===== src/rtl/pipe_pkg.sv =====
// pipe_pkg: shared widths, limits and handshake bundle for the elastic pipe
package pipe_pkg;
  localparam int DEPTH_MIN = 2;
  function automatic int ptr_w(input int depth);
    return $clog2(depth);
  endfunction
  function automatic int cnt_w(input int depth);
    return $clog2(depth + 1);
  endfunction
  typedef struct packed {
    logic        v;
    logic [31:0] d;
  } hs_t;
endpackage


===== src/rtl/pipe_wrap_ctr.sv =====
// pipe_wrap_ctr: pointer register that wraps at MAX-1, with clear priority over increment
module pipe_wrap_ctr import pipe_pkg::*; #(
  parameter int MAX = 2
) (
  input  logic                    clk,
  input  logic                    rst_n,
  input  logic                    inc,
  input  logic                    clr,
  output logic [ptr_w(MAX)-1:0]   q
);
  localparam int W = ptr_w(MAX);
  // advance on inc, wrapping so non-power-of-two depths stay in range
  always_ff @(posedge clk or negedge rst_n)
    if (!rst_n) q <= '0;
    else if (clr) q <= '0;
    else if (inc) q <= (q == W'(MAX - 1)) ? '0 : q + W'(1);
endmodule


===== src/rtl/elastic_pipe.sv =====
// elastic_pipe: multi-entry registered valid/enable stage; e_up depends only on occupancy
module elastic_pipe import pipe_pkg::*; #(
  parameter int DATA_W   = 32,
  parameter int DEPTH    = 2,
  parameter int AF_LEVEL = DEPTH - 1
) (
  input  logic                     clk,
  input  logic                     rst_n,
  input  logic                     v_up,
  input  logic [DATA_W-1:0]        d_up,
  output logic                     e_up,
  output logic                     v_down,
  output logic [DATA_W-1:0]        d_down,
  input  logic                     e_down,
  input  logic                     flush,
  output logic [cnt_w(DEPTH)-1:0]  count,
  output logic                     af
);
  localparam int CW = cnt_w(DEPTH);
  localparam int PW = ptr_w(DEPTH);
  if (DEPTH < DEPTH_MIN || AF_LEVEL < 1 || AF_LEVEL > DEPTH) begin : g_bad_param
    $error("elastic_pipe: illegal DEPTH=%0d / AF_LEVEL=%0d", DEPTH, AF_LEVEL);
  end
  logic [DATA_W-1:0] mem [DEPTH];
  logic [PW-1:0] rd_ptr, wr_ptr;
  logic push, pop;
  assign e_up   = count != CW'(DEPTH);
  assign v_down = count != '0;
  assign af     = count >= CW'(AF_LEVEL);
  assign push   = v_up & e_up;
  assign pop    = v_down & e_down;
  assign d_down = mem[rd_ptr];
  pipe_wrap_ctr #(.MAX(DEPTH)) u_wr (.clk(clk), .rst_n(rst_n), .inc(push), .clr(flush), .q(wr_ptr));
  pipe_wrap_ctr #(.MAX(DEPTH)) u_rd (.clk(clk), .rst_n(rst_n), .inc(pop),  .clr(flush), .q(rd_ptr));
  // storage is not reset; a flushed push is never written
  always_ff @(posedge clk)
    if (push && !flush) mem[wr_ptr] <= d_up;
  // occupancy tracks push/pop imbalance; flush empties the pipe
  always_ff @(posedge clk or negedge rst_n)
    if (!rst_n) count <= '0;
    else if (flush) count <= '0;
    else if (push != pop) count <= push ? count + CW'(1) : count - CW'(1);
endmodule


===== config.mk =====
export PLATFORM = sky130hd
export DESIGN_NAME = elastic_pipe
export DESIGN_NICKNAME = d
export VERILOG_FILES = /design/src/rtl/pipe_pkg.sv /design/src/rtl/pipe_wrap_ctr.sv /design/src/rtl/elastic_pipe.sv
export SDC_FILE = /design/constraint.sdc
export NUM_CORES = 1
export LEC_CHECK = 0
export ABC_CLOCK_PERIOD_IN_PS = 4000
export CAP_MARGIN = 0
export CORE_AREA = 2 2 66 93
export CTS_CLUSTER_DIAMETER = 150
export CTS_CLUSTER_SIZE = 20
export DETAILED_ROUTE_END_ITERATION = 7
export DIE_AREA = 0 0 68 95
export GPL_TIMING_DRIVEN = 0
export PLACE_DENSITY = 0.77
export SYNTH_ARGS = -nofsm -noshare
export SYNTH_HDL_FRONTEND = slang
export SYNTH_SLANG_ARGS = --single-unit
export TNS_END_PERCENT = 50

===== constraint.sdc =====
create_clock -name clk -period 4 [get_ports clk]
set_input_delay 0.6 -clock clk [delete_from_list [all_inputs] [get_ports clk]]
set_output_delay 0.6 -clock clk [all_outputs]
set_load 0.005 [all_outputs]

Word level (Yosys, flattened, before mapping)
Memories as Yosys holds them, arrays and structs flattened. Cells that the tools add are included.

Bits in registers: 4. Latch bits: 0. Memory bits (writable): 64. ROM bits: 0. Memories kept: 1.

Memories: mem (depth 2, bits a word 32, rd ports 1, clocked after memory_dff 0, write ports 1, line elastic_pipe.sv:24) `logic [DATA_W-1:0] mem [DEPTH];`.

Add/subtract/negate cells: 4. Multiply operators: 0. Divide/modulo/power cells: 0. Order comparisons: 1. Equal/unequal tests: 2. Shift-type cells: 0. Mux-type cells: 11. Bitwise operators: 2. Reductions and logical operators: 6.

Operators with widths (number): 1-bit 2-to-1 mux (8); 2-bit nonzero test (4); 2-bit 2-to-1 mux (3); 1-bit adder, second input constant (2); 2-bit by 1-bit adder with 2-bit output, second input constant (1); 1-bit AND (2); 2-bit by 1-bit greater-or-equal comparator with 1-bit output, second input constant (1); 2-bit != test, second input constant (1); 2-bit by 1-bit subtractor with 2-bit output, second input constant (1); 1-bit logical AND (1); 1-bit logical NOT (1); 1-bit != test (1).

Longest topological paths before layout
Depth after elaboration: 5. Mapped depth: 7. Depth with buffers taken out: 6.

Hierarchy
From an unflattened synthesis, not the netlist that was laid out.

Cell total of the unflattened synthesis: 127. Area, all modules: 2587.5 um2.

Modules (own cells, without submodules): elastic_pipe (times used 1, cells each 121, area an instance 2512.4 um2, sequential area each 1971.9 um2); pipe_wrap_ctr (times used 2, cells each 3, area an instance 37.5 um2, sequential area each 25.0 um2).

Worst setup path after synthesis
OpenSTA, ideal clock, no wires.

Kind: flip-flop to flip-flop. Start: reg count[0]. End: mem mem[1][0] (enable). Library setup time: 0.468 ns. Data arrival time: 3.265 ns. Required time: 3.532 ns. Setup slack: 0.267 ns. Stages on the path, launching flop included: 6. Path through: dfrtp_1 inv_1 ha_1 nand2b_4 buf_6 nor3b_1.

Longest elaborated chain between the ends: 5.

RTL lines: start, declared (line elastic_pipe.sv:16) `output logic [cnt_w(DEPTH)-1:0] count,`; start signal, assigned (line elastic_pipe.sv:42) `else if (push != pop) count <= push ? count + CW'(1) : count - CW'(1);`; 2-bit != test (line elastic_pipe.sv:27) `assign e_up = count != CW'(DEPTH);`; 1-bit AND (line elastic_pipe.sv:30) `assign push = v_up & e_up;`; 1-bit logical AND (line elastic_pipe.sv:37) `if (push && !flush) mem[wr_ptr] <= d_up;`; 1-bit 2-to-1 mux (line elastic_pipe.sv:37); 1-bit 2-to-1 mux (not written as such) (line elastic_pipe.sv:37); end, declared (line elastic_pipe.sv:24).

No other way between the ends.

Worst setup path in the final report
Start: reg u_rd.q. End: out d_down[28].

Longest elaborated chain between the ends: 1.

RTL lines: start, declared (line pipe_wrap_ctr.sv:9) `output logic [ptr_w(MAX)-1:0] q`; start signal, assigned (line pipe_wrap_ctr.sv:16) `else if (inc) q <= (q == W'(MAX - 1)) ? '0 : q + W'(1);`; memory read 2 x 32 bit; end, declared (line elastic_pipe.sv:13) `output logic [DATA_W-1:0] d_down,`.

No other way between the ends.

==> impl_metrics.py <==
metrics = {
    "outcome": {
        "outcome": "finished, final reports clean",
    },
    "routing": {
        "vias": 1406,
        "ant_nets": 0,
        "drtIter0Drc": 50,
        "via_per_inst": 4.82,
        "dr_wl_met2_mm": 2.56,
        "drcViolationCount": 0,
        "wl_met3_um": 293,
        "dr.pass1.iters": 4,
        "wl_met1_mm": 1.68,
        "top_layer": "met4",
        "drt_wl_total_mm": 4.59,
        "wl_per_cell_um": 15.7,
    },
    "synth": {
        "yosysWarningCount": 0,
        "ys_seq_area_frac": 0.783,
        "synth_area_leaders": "edfxtp_1, mux2_2, dfrtp_1, mux2_1, ha_1",
        "synth_top_area_share": 0.744,
        "syn_area_um2": 2580,
        "syn_area_per_cell_um2": 20.3,
        "synth_largest_area_cell": "edfxtp_1",
        "synth-edff-count": 64,
        "yosysMostFrequentCell": "edfxtp_1",
        "yosys_most_used_dff": "edfxtp_1",
        "ys_top_cells_by_count": "edfxtp_1, mux2_2, mux2_1",
        "synth_cell_types": 18,
        "synth_cells": 127,
        "synthesis.nets": 166,
        "ys_seq_elements": 68,
        "async_reset_ff_frac": 0.0588,
    },
    "die": {
        "dieArea_um2": 6460,
        "fp.dieW_um": 68,
        "core_area_um2": 5700,
        "rows": 33,
        "ios": 74,
        "start_util": 0.453,
        "die_y_um": 95,
    },
    "clocking": {
        "clk_latency_ns": 0.33,
        "ctsResizeCount": 0,
        "cts.sinks": 68,
        "ctsHoldBuffers": 0,
        "post_cts_buffers": 0,
        "cts_tree": "yes",
        "numCtsBuffers": 9,
        "root_buffer": "clkbuf_8",
        "cts_max_path_buffers": 2,
        "cts_htree_levels": 3,
        "path_clk_slew_ns": 0.07,
    },
    "finish": {
        "nets": 256,
        "diodes": 0,
        "stdcell_area_um2": 3700,
        "area_delta_synth_final_pct": 43.2,
        "drive_above_1_share": 0.266,
        "nFillCells": 421,
    },
    "global_routing": {
        "grt_pass1_vias": 1499,
        "grt_max_degree": 13,
        "grt_overflow": 0,
        "grt_first_pass_wirelength_mm": 6.86,
        "antenna_found_initial": 0,
        "grt_usage": 0.152,
    },
    "sta": {
        "period_share": 0.628,
        "max-slew-margin-rel": 0.600,
        "rsz0062_at_grt": "no",
        "hold_viol_final": 0,
        "skew_ns": 0.00773,
        "whs_ns": 0.472,
        "max_freq_ghz": 0.398,
        "period_needed_ns": 2.51,
        "final_max_slew_viol_count": 0,
        "finalSetupViolCount": 0,
        "worst_pin_slew_ns": 0.597,
    },
    "critical_path": {
        "start_kind": "register",
        "arrival_ns": 1.91,
        "endpoint_kind": "output port",
        "required_ns": 3.40,
        "crit_fanout": 10,
        "critical_path_class": "register to output port",
    },
    "placement": {
        "globalplace.congestion": 0.688,
        "place_area_um2": 3480,
        "dpl.hpwl_mm": 3.30,
        "portBuffers": 73,
    },
    "pwr": {
        "clkPwrFrac": 0.280,
        "p_sw_frac": 0.242,
        "power.internal_mw": 1.61,
        "switchingPower_uw": 515,
        "peakVddDrop_uv": 363,
        "seqPwrFrac": 0.415,
        "power_density_nw_per_um2": 576,
        "leakagePower_nw": 1.28,
        "combinationalPowerShare": 0.306,
    },
    "min_path": {
        "hold_class": "primary input to async pin",
    },
    "flow_run": {
        "cap_violations": 0,
    },
}
-- final timing paths --
kind | start | endpoint | slack [ns] | depth (start not counted)
max | u_rd.q | d_down[28] | 1.49 | 4
min in group clk | u_wr.q | u_wr.q | 0.60 | 2
max in group asynchronous | rst_n | u_wr.q | 3.36 | 1
min reg2reg | u_wr.q | u_wr.q | 0.60 | 2
min | rst_n | count[1] | 0.47 | 1
max reg2reg | count[0] | mem[1][14] | 1.67 | 8
-- power groups by stage --
stage / clock, mW / sequential, mW / combinational [mW]
2_1_floorplan: 0 / 0.899 / 0.316
3_3_place_gp: 0 / 0.904 / 0.627
3_5_place_dp: 0 / 0.899 / 0.660
4_1_cts: 0.616 / 0.885 / 0.664
5_1_grt: 0.643 / 0.889 / 0.700
6_report: 0.596 / 0.883 / 0.651
-- metal layers --
metal	vias up	GRT usage
li1	662	-
met1	695	0.158
met2	45	0.260
met3	4	0.0501
met4	0	0.0900
met5	-	0
-- cells in the final DEF (no fill, tap or decap), types with 3 or more instances in the layout --
cell / count
mux2_2: 25
dfrtp_1: 4
inv_1: 4
clkinvlp_4: 3
clkdlybuf4s50_1: 73
buf_2: 4
nor2_1: 4
mux2_1: 7
clkbuf_8: 9
buf_6: 6
edfxtp_1: 64
-- critical path, cell delays in order (launching register included) --
cell and delay (ns):
dfrtp_1 0.32, buf_2 0.16, buf_2 0.27, mux2_2 0.36
clkdlybuf4s50_1 0.47
-- cells by family (layout without fill, tap and decap cells) --
group | Yosys count | in the layout | share of synthesized area
flops | 68 | 68 | 0.783
mux | 32 | 32 | 0.140
buf+inv | 10 | 105 | 0.0208
simple gates | 8 | 8 | 0.0199
fa+ha+maj | 4 | 4 | 0.0184
xor+xnor | 4 | 4 | 0.0136
compound gates | 1 | 1 | 0.00484
-- state kept, by name (all words and copies together), names as in the netlist --
name	cells
u_rd.q	1
mem	64
count	2
u_wr.q	1
-- area by class of cell --
| cell class | instances | area, µm² | share of cell area |
|---|---|---|---|
| plain buffers | 6 | 38.8 | 0.0105 |
| clock buffers | 9 | 124 | 0.0335 |
| clock inverters | 7 | 91.3 | 0.0247 |
| inverters | 4 | 15.0 | 0.00406 |
| multi-input cells | 49 | 517 | 0.140 |
| flip-flops and latches | 68 | 2020 | 0.547 |
| well taps | 70 | 87.6 | 0.0237 |
| repair buffers | 79 | 802 | 0.217 |
-- metrics by stage --
step	TNS (ns)	setup slack, ns	util	power (mW)	instances
floorplan	0	0.267	-	1.21	127
global placement	-87.93	-1.51	0.597	1.53	270
detailed placement	0	1.25	0.611	1.56	276
CTS	0	1.44	0.649	2.16	292
global route	0	1.38	0.649	2.23	292
finish	0	1.49	0.649	2.13	292
(Power assumes the default switching activity.)
